$ cat src/rtl/pacman_pkg.sv
// Shared maze constants, state encoding and pellet helpers for the pacman blocks.
package pacman_pkg;

  localparam int unsigned MAZE_COLS     = 28;
  localparam int unsigned MAZE_ROWS     = 30;
  localparam int unsigned TILE_SHIFT    = 4;
  localparam int unsigned MAZE_X_ORIGIN = 96;
  localparam int unsigned MAZE_Y_ORIGIN = 0;
  localparam int unsigned PELLET_PTS    = 10;

  // One maze row of pellets; bit c is tile column c.
  typedef logic [MAZE_COLS-1:0] pellet_row_t;

  typedef enum logic [1:0] {
    StInit,
    StRun,
    StCleared
  } state_e;

  // Default pellet layout: a single strip of four pellets on row 1, columns 1..4.
  localparam pellet_row_t PELLET_ROM_DEFAULT [MAZE_ROWS] = '{1: 28'h000_001E, default: '0};

  // Number of pellets present in one maze row.
  function automatic logic [9:0] popcount(pellet_row_t row);
    logic [9:0] n;
    n = '0;
    for (int i = 0; i < MAZE_COLS; i++) begin
      n = n + 10'(row[i]);
    end
    return n;
  endfunction

endpackage

$ cat src/rtl/pellet_rom.sv
// Pellet layout ROM: one maze row per word, synchronous read with one cycle of latency.
module pellet_rom
  import pacman_pkg::*;
#(
  parameter pellet_row_t Contents [MAZE_ROWS] = PELLET_ROM_DEFAULT
) (
  input  logic        clk_i,
  input  logic [4:0]  addr_i,
  output pellet_row_t data_o
);

  pellet_row_t data_q;

  // Registered read; addresses past the last row return an empty row.
  always_ff @(posedge clk_i) begin
    data_q <= (addr_i < 5'(MAZE_ROWS)) ? Contents[addr_i] : '0;
  end

  assign data_o = data_q;

endmodule

$ cat src/rtl/pellet_tracker.sv
// Pellet map keeper: loads the maze from ROM, eats pellets under the player, keeps score.
module pellet_tracker
  import pacman_pkg::*;
#(
  parameter pellet_row_t RomInit [MAZE_ROWS] = PELLET_ROM_DEFAULT
) (
  input  logic        Reset,
  input  logic        frame_clk,
  input  logic [9:0]  BallX,
  input  logic [9:0]  BallY,
  input  logic        stop,
  input  logic        restart,
  input  logic [4:0]  q_col,
  input  logic [4:0]  q_row,
  output logic        q_pellet,
  output logic [15:0] score,
  output logic [9:0]  pellets_left,
  output logic        eat,
  output logic        level_clear,
  output logic        init_busy
);

  localparam logic [4:0] LastRow = 5'(MAZE_ROWS);

  state_e      state_q;
  logic [4:0]  row_q;
  pellet_row_t map_q [MAZE_ROWS];
  logic [15:0] score_q;
  logic [9:0]  left_q;
  logic        eat_q;

  pellet_row_t rom_data;

  pellet_rom #(
    .Contents (RomInit)
  ) u_rom (
    .clk_i  (frame_clk),
    .addr_i (row_q),
    .data_o (rom_data)
  );

  // Player tile; an 11-bit subtract exposes a position left of / above the maze as a borrow.
  logic [10:0] dx, dy;
  logic [9:0]  col_full, row_full;
  logic [4:0]  ball_col, ball_row;
  logic        in_range;
  logic        hit;

  assign dx       = {1'b0, BallX} - {1'b0, 10'(MAZE_X_ORIGIN)};
  assign dy       = {1'b0, BallY} - {1'b0, 10'(MAZE_Y_ORIGIN)};
  assign col_full = dx[9:0] >> TILE_SHIFT;
  assign row_full = dy[9:0] >> TILE_SHIFT;
  assign ball_col = col_full[4:0];
  assign ball_row = row_full[4:0];
  assign in_range = !dx[10] && !dy[10] &&
                    (col_full < 10'(MAZE_COLS)) && (row_full < 10'(MAZE_ROWS));
  assign hit      = (state_q == StRun) && !stop && in_range && map_q[ball_row][ball_col];

  // Score with saturation at full scale.
  logic [16:0] score_sum;
  logic [15:0] score_sat;

  assign score_sum = {1'b0, score_q} + 17'(PELLET_PTS);
  assign score_sat = score_sum[16] ? 16'hFFFF : score_sum[15:0];

  // Running pellet total while loading; ROM data lags the address by one cycle.
  logic [9:0] init_left;

  assign init_left = left_q + ((row_q != 5'd0) ? popcount(rom_data) : 10'd0);

  // Load / run / cleared sequencing with all state and the eat pulse registered.
  always_ff @(posedge frame_clk or posedge Reset) begin
    if (Reset) begin
      state_q <= StInit;
      row_q   <= '0;
      map_q   <= '{default: '0};
      score_q <= '0;
      left_q  <= '0;
      eat_q   <= 1'b0;
    end else begin
      eat_q <= 1'b0;
      unique case (state_q)
        StInit: begin
          if (row_q != 5'd0) begin
            map_q[row_q - 5'd1] <= rom_data;
          end
          left_q <= init_left;
          if (row_q == LastRow) begin
            row_q   <= '0;
            state_q <= (init_left == 10'd0) ? StCleared : StRun;
          end else begin
            row_q <= row_q + 5'd1;
          end
        end
        StRun: begin
          if (hit) begin
            map_q[ball_row][ball_col] <= 1'b0;
            score_q                   <= score_sat;
            left_q                    <= left_q - 10'd1;
            eat_q                     <= 1'b1;
            if (left_q == 10'd1) begin
              state_q <= StCleared;
            end
          end
        end
        StCleared: begin
          if (restart) begin
            state_q <= StInit;
            row_q   <= '0;
            left_q  <= '0;
            map_q   <= '{default: '0};
          end
        end
        default: state_q <= StInit;
      endcase
    end
  end

  // Renderer query; anything outside the maze reads as empty.
  always_comb begin
    q_pellet = 1'b0;
    if ((q_row < 5'(MAZE_ROWS)) && (q_col < 5'(MAZE_COLS))) begin
      q_pellet = map_q[q_row][q_col];
    end
  end

  assign score        = score_q;
  assign pellets_left = left_q;
  assign eat          = eat_q;
  assign level_clear  = (state_q == StCleared);
  assign init_busy    = (state_q == StInit);

endmodule

$ cat config.mk
export PLATFORM = sky130hd
export DESIGN_NAME = pellet_tracker
export DESIGN_NICKNAME = d
export VERILOG_FILES = /design/src/rtl/pacman_pkg.sv /design/src/rtl/pellet_rom.sv /design/src/rtl/pellet_tracker.sv
export SDC_FILE = /design/constraint.sdc
export NUM_CORES = 2
export LEC_CHECK = 0
export CELL_PAD_IN_SITES_DETAIL_PLACEMENT = 0
export CELL_PAD_IN_SITES_GLOBAL_PLACEMENT = 1
export CORE_MARGIN = 5
export CORE_UTILIZATION = 40
export DETAILED_ROUTE_END_ITERATION = 10
export DONT_BUFFER_PORTS = 1
export PLACE_DENSITY_LB_ADDON = 0.1
export SYNTH_ARGS = -nofsm -noshare
export SYNTH_HDL_FRONTEND = slang
export SYNTH_SLANG_ARGS = --single-unit
$ cat constraint.sdc
create_clock -name frame_clk -period 31.5 [get_ports frame_clk]
set_input_delay 6.3 -clock frame_clk [delete_from_list [all_inputs] [get_ports frame_clk]]
set_output_delay 6.3 -clock frame_clk [all_outputs]
set_load 0.02 [all_outputs]
; ---- Yosys cells after proc, flatten, opt, wreduce, memory -nomap -nowiden
; Memory sizes are Yosys's and may differ from the RTL's. A register that Yosys moved wholly into a read port is not among the register bits.
; Index checks and enable logic that the tools add are counted.
[totals]
mem_count = 1
elab_cells = 157
register_bits = 874
romBits = 896
input_bits = 34
out_inout_bits = 30
[op_classes]
magnitude_cmp = 13
n_eq_ne = 9
n_addsub = 33
reduce_logical = 22
n_mux = 38
n_bitwise = 6
[mem_list]
columns = name, depth, width, rd, rd_clocked_by_memory_dff, wr, line_no
row1 = (no name shown), 32, 28, 1, 1, 0, pellet_rom.sv:16  ; data_q <= (addr_i < 5'(MAZE_ROWS)) ? Contents[addr_i] : '0;
[ops]
columns = op, count
row1 = $mux 840, 3
row2 = $pmux 840 s3, 1
row3 = $and 840x840->840, 1
row4 = $bwmux 840, 1
row5 = $not 840->840, 1
row6 = $bmux 28 s5, 2
row7 = $demux 28 s5, 2
row8 = $add 10x1->10, 18
row9 = $mux 28, 6
row10 = $mux 10, 3
row11 = $pmux 10 s3, 1
row12 = $not 5->6, 4
row13 = $ge 6x6->1 const B, 3
row14 = $add 16x4->17 const B, 1
row15 = $mux 16, 1
row16 = $lt 5x5->1 const B, 3
row17 = $lt 5x6->1 const B, 2
row18 = $lt 6x1->1 const B, 2
row19 = $lt 6x5->1 const B, 2
row20 = $sub 10x7->11 const B, 1
row21 = $add 10x10->10, 1
row22 = $add 9x1->10, 1
row23 = $bmux 1 s5, 2
row24 = $eq 10x1->1 const B, 1
row25 = 33 further kinds, 58

; ---- Longest topological paths before layout
[depth]
depth_word = 33
depth_mapped = 16
mapped_depth_nobuf = 14

; ---- Modules after synthesis
; A second synthesis with hierarchy kept.
[unflattened]
cells_unflattened = 6047
hier_area_um2 = 58488.6
[modules_own_cells]
columns = module, seq_area_each_um2, n_inst, cells_each, area_per_inst_um2
row1 = pellet_tracker, 21871.0, 1, 6016, 58243.4
row2 = pellet_rom, 20.0, 1, 31, 245.2

; ---- Least setup slack after synthesis
; Ideal clock, no wire load.
[synth_path]
path_kind = input -> output
from = in q_row[0]
to = out q_pellet
required_time_ns = 25.200
path_slack_ns = 15.655
t_arrival_ns = 9.545
path_stages = 12
path_buffers = 4
path_cell_list = clkbuf_1 buf_2 buf_1 clkbuf_1 mux4_2 mux4_2 mux2i_1 o221ai_1 a32o_1 a211oi_1 a21oi_1 mux2_2
[synth_via]
elab_chain_len = 7
elab_cells_between_ends = 9
classes_between = order compare: 1 / mux: 6 / bitwise: 1 / reduce/logical: 1
[synth_lines]
columns = item, line_no
row1 = start: declaration, pellet_tracker.sv:14  ; input logic [4:0] q_row,
row2 = $not 5->6 (not written as such), pellet_tracker.sv:123  ; q_pellet = map_q[q_row][q_col];
row3 = $bmux 28 s5, pellet_tracker.sv:123
row4 = $mux 28 (not written as such) (2 in a row), pellet_tracker.sv:123
row5 = $bmux 1 s5, pellet_tracker.sv:123
row6 = $mux 1 (not written as such), pellet_tracker.sv:123
row7 = $mux 1 (*), pellet_tracker.sv:122  ; if ((q_row < 5'(MAZE_ROWS)) && (q_col < 5'(MAZE_COLS))) begin
row8 = end: declaration, pellet_tracker.sv:15  ; output logic q_pellet,
; Every way passes the cells marked *; elsewhere a longest branch is shown, timed or not. The select of a mux whose other input is x is not followed.

; ---- Worst setup path in the final report
[layout_path]
from = in q_row[2]
to = out q_pellet
; Same word-level chain as after synthesis.

==> impl_metrics.py <==
metrics = {
    "synth": {
        "ys_types": 83,
        "yosysSeqAreaShare_pct": 42.4,
        "syn_nets": 5046,
        "synth_ff_type": "dfrtp_1",
        "yosys_warnings": 0,
        "synth-async-reset-ratio_pct": 99.9,
        "synth_area_um2": 51600,
        "synth_cells": 4995,
        "ys_ff_latch": 875,
        "syn_avg_cell_area_um2": 10.3,
        "synth-edff-count": 0,
    },
    "placed_design": {
        "place.gp.congestion": 0.875,
        "post_dp_cell_area_um2": 53000,
        "dp_hpwl_um": 142000,
        "port_buffers": 0,
    },
    "global_routing": {
        "antenna_found_initial": 18,
        "grt_overflow": 0,
        "grt_start_max_net_pins": 382,
        "track_usage_pct": 35.7,
        "grt_pass1_vias": 44100,
        "grt_pass1_wl_um": 352000,
    },
    "pwr": {
        "switchingPower_w": 0.000723,
        "leakage_nw": 23.6,
        "internal_power_w": 0.00192,
        "vdd_ir_drop_max_v": 0.0000511,
        "powerDensity_nw_per_um2": 46.7,
        "comb_power_share_pct": 8.1,
        "p_total_w": 0.00264,
        "seqPwrFrac_pct": 43.5,
        "clkPwrFrac_pct": 48.4,
        "swShare_pct": 27.4,
    },
    "routing": {
        "firstDrtPassIters": 8,
        "ant_nets": 0,
        "drc": 0,
        "vias_per_cell": 7.10,
        "route.vias.total": 45900,
        "dr.first_iter.drc_count": 6332,
        "wirelength_um": 250000,
        "wl_per_cell_um": 38.7,
    },
    "sta": {
        "fmax_ghz": 0.0616,
        "setup_viol": 0,
        "rsz0062_at_grt": "no",
        "period_minus_slack_ps": 16240,
        "tightest_slew_ps": 1340,
        "setup_tns_ps": 0,
        "max_slew_margin_pct": 10.1,
        "worst_hold_slack_ps": 512,
        "slew_viol_final": 0,
        "skew_ps": 70.2,
        "hold_viol": 0,
        "fin_crit_sh_pct": 51.6,
    },
    "clock_tree": {
        "cts_resized": 0,
        "cts_tree": "yes",
        "cts-buffers-inserted": 106,
        "postCtsHoldBufs": 0,
        "clockBufferDepth": 3,
        "cts-root-buf": "clkbuf_16",
        "insertion_delay_ps": 770,
        "clk_pin_slew_ps": 50,
        "cts_htree_levels": 3,
        "clock_sinks": 875,
        "cts_setup_buffers": 0,
    },
    "worst_setup_path": {
        "cpPeakStageDelay_ps": 640,
        "end_kind": "output pin",
        "crit_fanout": 36,
        "cpMaxStageDelayCell": "buf_4",
        "cp.required_ps": 25200,
        "arrival_ps": 9940,
        "crit_family": "multiplexers",
        "path_cells": "inv_4 > buf_4 > mux4_2 > nand2_1 > o311ai_0 > a31oi_1 > o2bb2ai_1 > mux2i_1 > mux2_2",
        "critical_path_buf_inv_count": 2,
        "setup.worst_path.class": "input port to output pin",
        "critPathLaunchType": "input port",
    },
    "die": {
        "start_util_pct": 40.4,
        "die_y_um": 369,
        "rows": 131,
        "pin_count": 64,
        "core-area_um2": 128000,
        "die_w_um": 369,
        "die_area_um2": 136000,
    },
    "run_status": {
        "outcome": "completed",
    },
    "final_layout": {
        "final_util_pct": 44.2,
        "nets": 4756,
        "final_cell_area_um2": 56600,
        "drive_gt1_share_pct": 14.2,
        "area_delta_synth_final_pct": 9.61,
        "fillCellCount": 12100,
        "final_common_cell": "dfrtp_1",
        "mostFrequentLayoutCells": "dfrtp_1 (874), o21ai_0 (762), a21boi_0 (492)",
    },
    "job": {
        "cap_violations": 0,
    },
    "min_path": {
        "hold_path.class": "flip-flop to flip-flop",
    },
}
per-layer routing:
layer	global-route usage (%)	vias to the layer above	routed length, um
met5	0	-	26
met4	16.8	4	13100
met3	10.2	625	28300
met2	52.4	2815	108000
met1	48.8	24000	101000
li1	-	18500	-
power by group through the flow:
stage | sequential, W | clock (W) | combinational [W]
finish | 0.00115 | 0.00128 | 0.000215
global route | 0.00115 | 0.00133 | 0.000219
CTS | 0.00115 | 0.00129 | 0.000207
detailed placement | 0.00117 | 0 | 0.000207
global placement | 0.00117 | 0 | 0.000207
floorplan | 0.00116 | 0 | 0.000142
stage by stage:
stage | worst slack (ps) | std cells
3_5_place_dp | 15430 | 6259
3_3_place_gp | 15460 | 6259
6_report | 15260 | 6468
5_1_grt | 15240 | 6452
2_1_floorplan | 636 | 4995
4_1_cts | 15450 | 6451
cell usage after synthesis (all sizes together), types with 7 or more instances:
| cell | number | area (um^2) |
|---|---|---|
| nor2b | 13 | 81.3 |
| ha | 17 | 213 |
| a31oi | 38 | 238 |
| o41ai | 24 | 210 |
| a211oi | 23 | 173 |
| a22oi | 19 | 148 |
| clkbuf | 428 | 1610 |
| o21a | 18 | 135 |
| o221ai | 7 | 61.3 |
| nor4 | 54 | 415 |
| a21boi | 696 | 5230 |
| a311oi | 19 | 166 |
| dfrtp | 874 | 21900 |
| or2 | 18 | 113 |
| and3 | 20 | 125 |
| inv | 48 | 180 |
| nor3 | 36 | 185 |
| nand4 | 14 | 87.6 |
| nand4bb | 7 | 78.8 |
| or3 | 26 | 163 |
| a211o | 53 | 464 |
| mux2i | 388 | 3880 |
| o21ai | 763 | 3820 |
| nand3b | 27 | 203 |
| buf | 113 | 541 |
| a21oi | 143 | 716 |
| mux4 | 235 | 5290 |
| and2 | 9 | 56.3 |
| a221oi | 25 | 219 |
| nand3 | 42 | 210 |
| mux2 | 37 | 417 |
| or4 | 9 | 67.6 |
| nand2b | 21 | 131 |
| o31ai | 49 | 373 |
| nor2 | 125 | 469 |
| nand2 | 233 | 875 |
| o22ai | 168 | 1050 |
| o211ai | 48 | 360 |
| o311ai | 17 | 149 |
logic make-up after synthesis:
group           synth area share [%]
buf+inv                         4.53
flops                           42.4
xor+xnor                       0.170
simple gates                    6.68
fa+ha+maj                      0.412
compound gates                  27.2
mux                             18.6
final timing paths:
check	slack, ps	end	depth (start not counted)	from
setup / recovery	15260	q_pellet	9	q_row[2]
hold / removal	510	map_q[527]	1	map_q[527]
setup reg to reg	25690	map_q[725]	12	map_q[328]
hold reg to reg	510	map_q[527]	1	map_q[527]
max in group asynchronous	21290	map_q[179]	6	Reset
min in group asynchronous	5520	map_q[470]	1	Reset
cell type report:
| type | instances | area, um^2 | share of cell area (%) |
|---|---|---|---|
| tap | 1662 | 2080 | 3.68 |
| clock buffer | 165 | 3190 | 5.65 |
| inverter | 51 | 201 | 0.356 |
| multi-input combinational | 3528 | 27700 | 49.0 |
| clock inverter | 27 | 355 | 0.628 |
| timing repair buffer | 143 | 1090 | 1.92 |
| antenna | 17 | 42.5 | 0.0752 |
| sequential | 875 | 21900 | 38.7 |
(Power assumes the default switching activity.)
